**config.mk**
```make
export PLATFORM = sky130hd
export DESIGN_NAME = axi_master_port
export DESIGN_NICKNAME = d
export VERILOG_FILES = /design/src/rtl/axi_master_port.sv
export SDC_FILE = /design/constraint.sdc
export NUM_CORES = 1
export LEC_CHECK = 0
export ABC_AREA = 1
export ABC_CLOCK_PERIOD_IN_PS = 1920
export BUFFER_PORTS_ARGS = -buffer_cell sky130_fd_sc_hd__buf_2
export CORE_AREA = 2 2 113 115
export DETAILED_ROUTE_END_ITERATION = 6
export DIE_AREA = 0 0 115 117
export GPL_TIMING_DRIVEN = 0
export MAX_ROUTING_LAYER = met4
export PLACE_DENSITY_LB_ADDON = 0.1
export SLEW_MARGIN = 20
export SYNTH_ARGS = -nofsm -noshare
export SYNTH_HDL_FRONTEND = slang
export SYNTH_SLANG_ARGS = --single-unit
```
**constraint.sdc**
```tcl
create_clock -name ACLK -period 1.92 [get_ports ACLK]
set_input_delay 0.576 -clock ACLK [delete_from_list [all_inputs] [get_ports ACLK]]
set_output_delay 0.576 -clock ACLK [all_outputs]
set_load 0.01 [all_outputs]
```
**src/rtl/axi_master_port.sv**
```systemverilog
// AXI4 master: turns one request into a read burst (1-16 beats) or a single-beat write, one outstanding at a time.
// Latency: accept N -> AxVALID N+1, rsp N+1 after R/B handshake; req_ready low while busy, AXI stalls simply hold state.
module axi_master_port #(
  parameter logic [3:0] MASTER_ID = 4'd0,
  parameter int         ADDR_W    = 32,
  parameter int         DATA_W    = 32
) (
  input  logic                ACLK,
  input  logic                ARESETn,
  input  logic                req_valid,
  output logic                req_ready,
  input  logic                req_write,
  input  logic [ADDR_W-1:0]   req_addr,
  input  logic [3:0]          req_len,
  input  logic [DATA_W-1:0]   req_wdata,
  input  logic [DATA_W/8-1:0] req_wstrb,
  output logic                rsp_rvalid,
  output logic [DATA_W-1:0]   rsp_rdata,
  output logic                rsp_done,
  output logic                rsp_err,
  output logic [3:0]          ARID,
  output logic [ADDR_W-1:0]   ARADDR,
  output logic [3:0]          ARLEN,
  output logic [2:0]          ARSIZE,
  output logic [1:0]          ARBURST,
  output logic                ARVALID,
  input  logic                ARREADY,
  input  logic [3:0]          RID,
  input  logic [DATA_W-1:0]   RDATA,
  input  logic [1:0]          RRESP,
  input  logic                RLAST,
  input  logic                RVALID,
  output logic                RREADY,
  output logic [3:0]          AWID,
  output logic [ADDR_W-1:0]   AWADDR,
  output logic [3:0]          AWLEN,
  output logic [2:0]          AWSIZE,
  output logic [1:0]          AWBURST,
  output logic                AWVALID,
  input  logic                AWREADY,
  output logic [DATA_W-1:0]   WDATA,
  output logic [DATA_W/8-1:0] WSTRB,
  output logic                WLAST,
  output logic                WVALID,
  input  logic                WREADY,
  input  logic [3:0]          BID,
  input  logic [1:0]          BRESP,
  input  logic                BVALID,
  output logic                BREADY
);

  localparam logic [2:0] S_IDLE  = 3'd0;
  localparam logic [2:0] S_RADDR = 3'd1;
  localparam logic [2:0] S_RDATA = 3'd2;
  localparam logic [2:0] S_WADDR = 3'd3;
  localparam logic [2:0] S_WRESP = 3'd4;

  logic [2:0]          state;
  logic                ready_en;
  logic [ADDR_W-1:0]   addr_q;
  logic [3:0]          len_q;
  logic [DATA_W-1:0]   wdata_q;
  logic [DATA_W/8-1:0] wstrb_q;
  logic [4:0]          beat_cnt;
  logic                err_q;
  logic                aw_done;
  logic                w_done;

  logic accept, aw_hs, w_hs, beat_err;

  // ready_en keeps req_ready low during reset so every output reads 0 there
  assign req_ready = ready_en & (state == S_IDLE);
  assign accept    = req_valid & req_ready;
  assign aw_hs     = AWVALID & AWREADY;
  assign w_hs      = WVALID & WREADY;
  assign beat_err  = (RRESP != 2'b00) | (RID != MASTER_ID);

  assign ARID    = MASTER_ID;
  assign ARADDR  = addr_q;
  assign ARLEN   = len_q;
  assign ARSIZE  = 3'b010;
  assign ARBURST = 2'b01;
  assign ARVALID = (state == S_RADDR);
  assign RREADY  = (state == S_RDATA);

  assign AWID    = MASTER_ID;
  assign AWADDR  = addr_q;
  assign AWLEN   = 4'd0;
  assign AWSIZE  = 3'b010;
  assign AWBURST = 2'b01;
  assign AWVALID = (state == S_WADDR) & ~aw_done;
  assign WDATA   = wdata_q;
  assign WSTRB   = wstrb_q;
  assign WVALID  = (state == S_WADDR) & ~w_done;
  assign WLAST   = WVALID;
  assign BREADY  = (state == S_WRESP);

  always_ff @(posedge ACLK or negedge ARESETn) begin
    if (!ARESETn) begin
      state      <= S_IDLE;
      ready_en   <= 1'b0;
      addr_q     <= '0;
      len_q      <= '0;
      wdata_q    <= '0;
      wstrb_q    <= '0;
      beat_cnt   <= '0;
      err_q      <= 1'b0;
      aw_done    <= 1'b0;
      w_done     <= 1'b0;
      rsp_rvalid <= 1'b0;
      rsp_rdata  <= '0;
      rsp_done   <= 1'b0;
      rsp_err    <= 1'b0;
    end else begin
      ready_en   <= 1'b1;
      rsp_rvalid <= 1'b0;
      rsp_done   <= 1'b0;
      rsp_err    <= 1'b0;
      case (state)
        S_IDLE: begin
          if (accept) begin
            addr_q   <= req_addr;
            len_q    <= req_len;
            wdata_q  <= req_wdata;
            wstrb_q  <= req_wstrb;
            beat_cnt <= '0;
            err_q    <= 1'b0;
            aw_done  <= 1'b0;
            w_done   <= 1'b0;
            state    <= req_write ? S_WADDR : S_RADDR;
          end
        end
        S_RADDR: begin
          if (ARREADY) state <= S_RDATA;
        end
        S_RDATA: begin
          if (RVALID) begin
            rsp_rdata  <= RDATA;
            rsp_rvalid <= 1'b1;
            // saturate so an overlong burst can never wrap back onto len
            if (beat_cnt != 5'h1f) beat_cnt <= beat_cnt + 5'd1;
            err_q <= err_q | beat_err;
            if (RLAST) begin
              state    <= S_IDLE;
              rsp_done <= 1'b1;
              rsp_err  <= err_q | beat_err | (beat_cnt != {1'b0, len_q});
            end
          end
        end
        S_WADDR: begin
          if (aw_hs) aw_done <= 1'b1;
          if (w_hs)  w_done  <= 1'b1;
          if ((aw_done | aw_hs) & (w_done | w_hs)) state <= S_WRESP;
        end
        S_WRESP: begin
          if (BVALID) begin
            state    <= S_IDLE;
            rsp_done <= 1'b1;
            rsp_err  <= (BRESP != 2'b00) | (BID != MASTER_ID);
          end
        end
        default: state <= S_IDLE;
      endcase
    end
  end

endmodule

```
==> results.py, run 1 <==
metrics = {
    "worst_setup_path": {
        "crit_chain": "nor2_4, inv_2, nor2_4, buf_6, buf_6",
        "crit_start": "state[2]",
        "arrival_ps": 1400,
        "required_ps": 1340,
        "crit_slowest_cell": "dfrtp_2",
        "start_kind": "flop",
        "path_max_fanout": 5,
        "crit_path_max_incr_delay_ps": 480,
        "cp-end-kind": "output pin",
        "crit_buf_inv": 3,
        "critPathTopFamily": "flip-flops",
        "reg2reg_from": "state[1]",
        "crit_type": "reg -> out",
    },
    "sta": {
        "final.min_clock_period_ps": 1980,
        "rsz0062_at_grt": "true",
        "finalClockSkew_ps": 6.31,
        "maxSlewViolCount": 0,
        "fin_ws_ps": -55.2,
        "hold_violations": 0,
        "tightestPinTransition_ps": 572,
        "period_share_pct": 103,
        "slew_headroom_pct": 61.9,
        "finalSetupViolCount": 5,
        "max_freq_mhz": 506,
    },
    "logic_synthesis": {
        "ys_seq_area_share_pct": 56.8,
        "netlist_area_mm2": 0.00524,
        "ys_warn_count": 0,
        "syn-instance-count": 625,
        "yosys_register_bits": 119,
        "synth.avg_cell_area_um2": 8.39,
        "yosys.cell_types.count": 24,
    },
    "finish": {
        "layout_commonest_cell": "nand2_1",
        "final_area_mm2": 0.00764,
        "layout-drive-gt1-share_pct": 41.9,
        "syn_to_final_growth_pct": 45.8,
        "multi_input_comb_area_mm2": 0.00173,
        "seqCellArea_mm2": 0.00298,
        "finish.utilization_pct": 62.1,
        "instances_no_fill": 1107,
        "layout_common_cells": "339 x nand2_1, 274 x buf_2, 117 x dfrtp_1",
        "nNetsFinal": 1071,
        "num-fill-cells": 1131,
    },
    "die": {
        "num_rows": 41,
        "die_x_um": 115,
        "die_y_um": 117,
        "core-area_mm2": 0.0123,
        "initial_utilization_pct": 42.6,
        "io_pins": 294,
        "die_area_mm2": 0.0135,
    },
    "clock_tree": {
        "hold_buffers": 0,
        "cts_buffers": 17,
        "cts_tree": "done",
        "htree_levels": 4,
        "cts.sinks": 119,
        "cts_buffer_depth": 2,
        "clkTransAtPathRegs_ps": 60,
        "insertion_delay_ps": 410,
        "root_buffer": "clkbuf_16",
    },
    "place": {
        "gp_congestion": 0.771,
        "io_buffers": 271,
        "post-place-ws_ps": 85.1,
        "placedInstanceArea_mm2": 0.00690,
        "dp_hpwl_mm": 10.7,
        "dp.cells": 1068,
    },
    "job": {
        "drv_cap": 0,
    },
    "drt": {
        "antenna_left": 0,
        "drt-initial-drc-count": 227,
        "wl_per_cell_um": 13.0,
        "via_count": 4848,
        "firstDrtPassIters": 4,
        "drc": 0,
        "viasPerCell": 4.38,
        "drt_wl_total_mm": 14.4,
    },
    "pwr": {
        "peakVddDrop_uv": 735,
        "p_per_area_mw_per_mm2": 1660,
        "leakage_nw": 4.62,
        "power.total_mw": 12.7,
    },
    "global_routing": {
        "grt_pass1_wl_mm": 22.1,
        "track_usage_pct": 22.0,
        "grt_max_degree": 63,
        "grt_overflow": 0,
        "grt_pass1_vias": 4529,
        "antenna_found_initial": 1,
    },
    "status": {
        "violations": "negative setup slack",
        "outcome": "finished, violations left",
    },
    "hold_path": {
        "hold_path_class": "in -> async",
    },
}
-- cell type report --
type	instances	area share, %
flip-flops and latches	119	39.0
multi-input cells	426	22.7
repair buffers	278	19.0
plain buffers	76	7.28
clock buffers	17	5.57
clock inverters	15	2.68
well taps	150	2.46
inverters	25	1.28
diodes	1	0.0327
-- what timing repair did --
item                       in CTS  in global routing
resized for setup              15                  5
setup buffers                   6                  0
pin swaps                       6                  1
setup endpoints to repair       6                  7
-- per-stage QoR --
step	hold slack (ps)	TNS [ps]
floorplan	280	0
global placement	457	-149930
detailed placement	459	0
CTS	154	-189
global route	180	-522
finish	138	-162
-- metal layers --
| metal | share of wire [%] | track usage (%) |
|---|---|---|
| met1 | 42 | 27.4 |
| met2 | 48 | 35.0 |
| met3 | 8.4 | 6.08 |
| met4 | 1.2 | 6.91 |
| met5 | 0 | - |
-- flip-flops by register name, indices dropped and copies added, names as in the netlist --
register	cells
ARADDR	32
WDATA	32
rsp_rdata	32
beat_cnt	5
ARLEN	4
WSTRB	4
state	3
aw_done	1
err_q	1
ready_en	1
rsp_done	1
rsp_err	1
rsp_rvalid	1
w_done	1
-- power breakdown --
part	leakage [nW]	switching [mW]	internal (mW)
Combinational	2.83	2.73	2.25
Clock	0.299	1.18	2.18
Sequential	1.49	0.706	3.62
Total	4.62	4.61	8.05
-- worst paths after layout --
check / to / slack (ps) / depth (start not counted)
worst max-delay path: WVALID / -60 / 5
worst min-delay path: ARADDR[13] / 140 / 1
worst max register to register: WDATA[23] / 190 / 10
worst min register to register: WDATA[12] / 470 / 2
max in group asynchronous: state[2] / 1070 / 2
min in group ACLK: WDATA[18] / 360 / 3
-- logic make-up (layout without fill, tap and decap cells) --
| family | count (synthesis) | in the layout | synth area share (%) |
|---|---|---|---|
| other cells | 2 | 24 | 0.143 |
| fa+ha+maj | 2 | 2 | 0.477 |
| flops | 119 | 119 | 56.8 |
| buf+inv | 101 | 411 | 12.4 |
| simple gates | 386 | 386 | 28.8 |
| compound gates | 15 | 15 | 1.46 |
-- synth_stat cells, drive strengths merged --
cell	n	area [um2]
nand2	346	1320
dfrtp	119	2980
buf	69	527
inv	24	90.1
nor2	22	92.6
nand3	13	65.1
o21ai	12	60.1
clkbuf	7	26.3
a21oi	2	10.0
conb	2	7.51
ha	2	25.0
nand4	2	12.5
clkinv	1	5.00
nand3b	1	7.51
nor4	1	6.26
o22ai	1	6.26
or2	1	6.26
(Power assumes the default switching activity.)
==> run 2, diff against run 1 <==
--- a/config.mk
+++ b/config.mk
@@ -5,12 +5,11 @@
 export SDC_FILE = /design/constraint.sdc
 export NUM_CORES = 1
 export LEC_CHECK = 0
-export ABC_AREA = 1
 export ABC_CLOCK_PERIOD_IN_PS = 1920
 export BUFFER_PORTS_ARGS = -buffer_cell sky130_fd_sc_hd__buf_2
-export CORE_AREA = 2 2 113 115
+export CORE_AREA = 2 2 115 117
 export DETAILED_ROUTE_END_ITERATION = 6
-export DIE_AREA = 0 0 115 117
+export DIE_AREA = 0 0 117 119
 export GPL_TIMING_DRIVEN = 0
 export MAX_ROUTING_LAYER = met4
 export PLACE_DENSITY_LB_ADDON = 0.1
==> run 2 against run 1 <==
  * The run still ends with negative setup slack left
  * Clock skew is essentially flat
  * Core utilization shrank 2.5 points
  * Synthesized area shrank 2.0%
  * Register-to-register slack lost 140 ps
  * Final cell count shrank 2.4%
  * Sequential power is essentially flat
  * Clock power grew 1%
  * Sequential share of layout area shrank 0.13 points
  * Flip-flop and latch count is the same
  * Critical path type unchanged
  * Largest cell class unchanged
  * Largest power group unchanged
==> results.py, run 2 <==
metrics = {
    "logic_synthesis": {
        "yosysMostFrequentCell": "nand2_1",
        "yosys.cell_types.count": 39,
        "synth_top_area_share_pct": 57.9,
        "ys_warn_count": 0,
        "syn-instance-count": 564,
        "synthTopCellsByCount": "301 x nand2_1, 119 x dfrtp_1, 58 x buf_4, 9 x clkbuf_1",
        "synthFlopType": "dfrtp_1",
        "synth_enable_flop_cells": 0,
        "async_flop_share_pct": 100,
        "synth.area.top_cells": "dfrtp_1 58%, nand2_1 22%, buf_4 8.5%, mux2_2 1.3%, buf_6 0.88%",
        "ys_seq_area_share_pct": 57.9,
        "synth.avg_cell_area_um2": 9.11,
        "yosysTopAreaCell": "dfrtp_1",
        "yosys_register_bits": 119,
        "netlist_area_mm2": 0.00514,
    },
    "global_routing": {
        "grt_pass1_wl_mm": 21.7,
        "track_usage_pct": 21.4,
        "grt_overflow": 0,
        "grt_pass1_vias": 4425,
        "grt_max_degree": 66,
        "antenna_found_initial": 0,
    },
    "pwr": {
        "seqPwrFrac_pct": 34.0,
        "p_clk_share_pct": 26.5,
        "intPower_mw": 8.33,
        "leakage_nw": 4.54,
        "peakVddDrop_uv": 849,
        "power.total_mw": 12.8,
        "p_per_area_mw_per_mm2": 1670,
        "switching_power_mw": 4.47,
        "comb_power_share_pct": 39.5,
        "sw_frac_of_total_pct": 34.9,
    },
    "worst_setup_path": {
        "path_max_fanout": 7,
        "required_ps": 1340,
        "arrival_ps": 1470,
        "crit_type": "reg -> out",
        "cp-end-kind": "output pin",
        "start_kind": "flop",
    },
    "finish": {
        "layout-drive-gt1-share_pct": 45.0,
        "layout_common_cells": "300 x nand2_1, 272 x buf_2, 117 x dfrtp_1",
        "layout_commonest_cell": "nand2_1",
        "nNetsFinal": 1019,
        "final_area_mm2": 0.00767,
        "n_antenna_cell": 0,
        "syn_to_final_growth_pct": 49.2,
    },
    "place": {
        "dp_hpwl_mm": 10.7,
        "post-place-ws_ps": -486,
        "io_buffers": 271,
        "placedInstanceArea_mm2": 0.00683,
        "gp_congestion": 0.797,
    },
    "sta": {
        "maxSlewViolCount": 0,
        "tightestPinTransition_ps": 618,
        "finalSetupViolCount": 7,
        "whs_ps": 145,
        "fin_ws_ps": -124,
        "rsz0062_at_grt": "true",
        "period_share_pct": 106,
        "final.min_clock_period_ps": 2040,
        "slew_headroom_pct": 58.8,
        "tns_ps": -505,
        "max_freq_mhz": 489,
        "finalClockSkew_ps": 6.14,
        "hold_violations": 0,
    },
    "clock_tree": {
        "cts.sinks": 119,
        "hold_buffers": 0,
        "cts_buffers": 17,
        "clkTransAtPathRegs_ps": 50,
        "root_buffer": "clkbuf_16",
        "cts_tree": "done",
        "insertion_delay_ps": 420,
        "cts_buffer_depth": 2,
        "htree_levels": 4,
    },
    "drt": {
        "drt_wl_total_mm": 14.4,
        "drt-initial-drc-count": 262,
        "via_count": 4685,
        "viasPerCell": 4.34,
        "drc": 0,
        "wl_per_cell_um": 13.4,
        "firstDrtPassIters": 4,
        "antenna_left": 0,
    },
    "hold_path": {
        "hold_path_class": "in -> async",
    },
    "die": {
        "die_area_mm2": 0.0139,
        "num_rows": 42,
        "die_x_um": 117,
        "initial_utilization_pct": 39.9,
        "io_pins": 294,
        "die_y_um": 119,
        "core-area_mm2": 0.0129,
    },
    "status": {
        "outcome": "finished, violations left",
        "violations": "negative setup slack",
    },
    "job": {
        "drv_cap": 0,
    },
}
-- run 2: stage by stage --
stage | util (%) | std cells
after floorplan | - | 585
after global placement | 52.8 | 1032
after detailed placement | 53.0 | 1033
after CTS | 58.8 | 1073
after global routing | 59.6 | 1080
final | 59.6 | 1080
-- run 2: power by group through the flow --
stage          combinational (mW)  sequential, mW  clock [mW]
3_5_place_dp                 4.79            4.36           0
5_1_grt                      5.66            4.50        3.57
3_3_place_gp                 4.72            4.31           0
4_1_cts                      4.94            4.35        3.46
6_report                     5.06            4.35        3.39
2_1_floorplan                2.24            4.79           0
-- run 2: final timing paths --
kind	from	to	slack, ps	depth (start not counted)
worst max-delay path	state[0]	BREADY	-120	3
worst max register to register	state[2]	ARADDR[5]	50	6
worst min-delay path	ARESETn	ARADDR[29]	140	1
worst min register to register	rsp_rdata[16]	rsp_rdata[16]	470	2
max in group asynchronous	ARESETn	state[0]	1070	2
min in group ACLK	req_wstrb[1]	WSTRB[1]	350	3
-- run 2: routing by layer --
| layer | vias up | wire length (um) | GRT usage [%] |
|---|---|---|---|
| li1 | 2327 | - | - |
| met1 | 2127 | 5950 | 24.9 |
| met2 | 202 | 7140 | 34.9 |
| met3 | 29 | 1020 | 6.06 |
| met4 | 0 | 327 | 8.31 |
| met5 | - | 0 | - |
-- run 2: cell type report --
cell class | instances | area [um2]
Fill cell | 1166 | 5210
Sequential cell | 119 | 2980
Multi-Input combinational cell | 385 | 1730
Timing Repair Buffer | 288 | 1540
Buffer | 77 | 552
Clock buffer | 24 | 492
Tap cell | 176 | 220
Clock inverter | 8 | 143
Inverter | 3 | 16.3
-- run 2: worst max-delay path, cell delays in order (launching register included) --
cell	delay, ps
dfrtp_2	470
or3b_4	420
inv_2	70
buf_6	100
-- run 2: cell families after synthesis --
kind of cell               count (synthesis)  synth area share (%)
muxes                                      9                  1.97
xor gates and xnor gates                   5                 0.852
DFF                                      119                  57.9
other                                      2                 0.146
and+or+nand+nor                          331                  25.6
buffers and inverters                     81                  11.0
adders and majority gates                  2                 0.487
AOI/OAI and AO/OA                         15                  2.00
-- run 2: timing repair --
action                                  in CTS  in global routing
gates resized for setup                     12                 13
endpoints found under the setup margin      20                 85
pin swaps                                    3                  6
buffers inserted                             9                  7
==> run 3, diff against run 2 <==
--- a/config.mk
+++ b/config.mk
@@ -5,14 +5,15 @@
 export SDC_FILE = /design/constraint.sdc
 export NUM_CORES = 1
 export LEC_CHECK = 0
-export ABC_CLOCK_PERIOD_IN_PS = 1920
+export ABC_CLOCK_PERIOD_IN_PS = 2600
 export BUFFER_PORTS_ARGS = -buffer_cell sky130_fd_sc_hd__buf_2
-export CORE_AREA = 2 2 115 117
+export CORE_AREA = 2 2 113 115
 export DETAILED_ROUTE_END_ITERATION = 6
-export DIE_AREA = 0 0 117 119
+export DIE_AREA = 0 0 115 117
 export GPL_TIMING_DRIVEN = 0
 export MAX_ROUTING_LAYER = met4
 export PLACE_DENSITY_LB_ADDON = 0.1
+export SETUP_SLACK_MARGIN = 0.3
 export SLEW_MARGIN = 20
 export SYNTH_ARGS = -nofsm -noshare
 export SYNTH_HDL_FRONTEND = slang
==> constraint.sdc (replaced) <==
create_clock -name ACLK -period 2.6 [get_ports ACLK]
set_input_delay 0.78 -clock ACLK [delete_from_list [all_inputs] [get_ports ACLK]]
set_output_delay 0.78 -clock ACLK [all_outputs]
set_load 0.01 [all_outputs]
==> run 3 against run 2 <==
  * The run now ends clean
  * Core utilization up 1.3 points
  * Combinational power fell by 29%
  * Clock power fell by 24%
  * Worst hold slack improved by 190 ps
  * First-iteration DRC count fell by 31%
  * Flip-flop and latch count did not move
  * Clock skew rose by 2.5 ps
  * Setup slack better by 440 ps
  * Count of clock-buffer cells in the layout down 5
  * Wire length grew 2.1%
  * Largest cell class unchanged
==> results.py, run 3 (synthesis results as in run 2) <==
metrics = {
    "clock_tree": {
        "clkTransAtPathRegs_ps": 60,
        "hold_buffers": 0,
        "cts_buffer_depth": 2,
        "htree_levels": 4,
        "root_buffer": "clkbuf_16",
        "insertion_delay_ps": 410,
        "cts.sinks": 119,
        "cts_tree": "done",
        "cts_buffers": 17,
    },
    "worst_setup_path": {
        "required_ps": 1820,
        "crit_buf_inv": 3,
        "critPathTopFamily": "simple AND/OR/NAND/NOR gates",
        "reg2reg_slack_ps": 600,
        "crit_path_max_incr_delay_ps": 410,
        "crit_chain": "buf_6, or3b_4, inv_2, buf_6",
        "cp-end-kind": "output pin",
        "crit_slowest_cell": "or3b_4",
        "start_kind": "flop",
        "critPathMostFrequentCell": "buf_6",
        "path_max_fanout": 8,
        "crit_type": "reg -> out",
        "arrival_ps": 1510,
    },
    "sta": {
        "tns_ps": 0,
        "rsz0062_at_grt": "true",
        "maxSlewViolCount": 0,
        "period_share_pct": 87.9,
        "finalClockSkew_ps": 8.68,
        "max_freq_mhz": 437,
        "finalSetupViolCount": 0,
        "hold_violations": 0,
        "final.min_clock_period_ps": 2290,
        "tightestPinTransition_ps": 557,
        "slew_headroom_pct": 62.9,
    },
    "die": {
        "die_y_um": 117,
        "core-area_mm2": 0.0123,
        "die_area_mm2": 0.0135,
        "initial_utilization_pct": 41.7,
        "die_x_um": 115,
        "num_rows": 41,
        "io_pins": 294,
    },
    "finish": {
        "layout-drive-gt1-share_pct": 43.8,
        "layout_common_cells": "301 x nand2_1, 274 x buf_2, 118 x dfrtp_1",
        "nNetsFinal": 1007,
        "final_area_mm2": 0.00749,
        "n_antenna_cell": 0,
        "layout_commonest_cell": "nand2_1",
        "num-fill-cells": 1128,
        "syn_to_final_growth_pct": 45.7,
    },
    "place": {
        "placedInstanceArea_mm2": 0.00680,
        "io_buffers": 271,
        "gp_congestion": 0.789,
        "dp_hpwl_mm": 11.1,
    },
    "global_routing": {
        "antenna_found_initial": 0,
        "grt_max_degree": 63,
        "grt_overflow": 0,
        "track_usage_pct": 22.5,
        "grt_pass1_vias": 4492,
        "grt_pass1_wl_mm": 22.3,
    },
    "drt": {
        "via_count": 4658,
        "drt_wl_total_mm": 14.7,
        "wl_per_cell_um": 14.1,
        "drc": 0,
        "firstDrtPassIters": 4,
        "viasPerCell": 4.47,
        "drt-initial-drc-count": 181,
        "antenna_left": 0,
    },
    "pwr": {
        "peakVddDrop_uv": 502,
        "leakage_nw": 4.45,
        "p_per_area_mw_per_mm2": 1250,
    },
    "hold_path": {
        "hold_path_class": "in -> async",
    },
    "job": {
        "drv_cap": 0,
    },
    "status": {
        "outcome": "complete, no violations",
    },
}
run 3: changes by cell type in the layout (fill, tap and decap cells not counted), sizes merged:
cell,change
clkbuf,-5
buf,-12
clkinvlp,+4
bufinv,+1
run 3: metrics by stage:
stage | power, mW | setup slack [ps] | util [%] | hold slack, ps | std cells
6_report | 9.36 | 314 | 60.8 | 336 | 1042
5_1_grt | 10.0 | 255 | 60.8 | 373 | 1042
4_1_cts | 9.43 | 292 | 60.6 | 348 | 1040
3_5_place_dp | 6.79 | 191 | 55.2 | 459 | 1007
3_3_place_gp | 6.67 | -738 | 54.9 | 454 | 1006
2_1_floorplan | 5.19 | 592 | - | 460 | 585
run 3: layer usage:
metal	share of wire [%]	up-vias	GRT usage (%)
met2	50	194	37.3
met1	41	2143	26.7
met5	0	-	-
met4	2.1	0	8.59
met3	6.9	22	5.41
li1	-	2299	-
run 3: final timing paths:
kind | startpoint | to | cells after the start
min | ARESETn | WDATA[16] | 1
max in group asynchronous | ARESETn | rsp_rdata[31] | 2
min reg2reg | rsp_rdata[8] | rsp_rdata[8] | 2
max reg2reg | beat_cnt[0] | beat_cnt[3] | 7
max | state[0] | BREADY | 4
min in group ACLK | rsp_rdata[8] | rsp_rdata[8] | 2
run 3: cell type report:
type	count	area, um2	share of cell area (%)
clock inverters	13	203	2.71
clock buffers	19	443	5.91
inverters	3	13.8	0.184
multi-input cells	385	1680	22.5
plain buffers	78	562	7.50
well taps	150	188	2.51
flip-flops and latches	119	2980	39.8
repair buffers	275	1420	18.9
run 3: repair_timing:
| item | 4_1_cts | 5_1_grt |
|---|---|---|
| setup buffers | 1 | 2 |
| resized for setup | 6 | 4 |
| endpoints found under the setup margin | 2 | 4 |
| pin swaps | 0 | 1 |
run 3: power breakdown:
| part | total, mW | switching (mW) | leakage, nW | internal (mW) |
|---|---|---|---|---|
| logic | 3.58 | 1.93 | 2.66 | 1.64 |
| registers | 3.21 | 0.534 | 1.49 | 2.68 |
| clock network | 2.57 | 0.853 | 0.301 | 1.72 |
| total | 9.36 | 3.32 | 4.45 | 6.04 |
run 3: worst reg2reg max path, cell delays in order (launching register included):
cell      delay (ps)
dfrtp_1          430
ha_1             250
and3_1           190
ha_1             190
nand2_1           90
o211ai_1         220
or3_1            400
a21oi_1          160
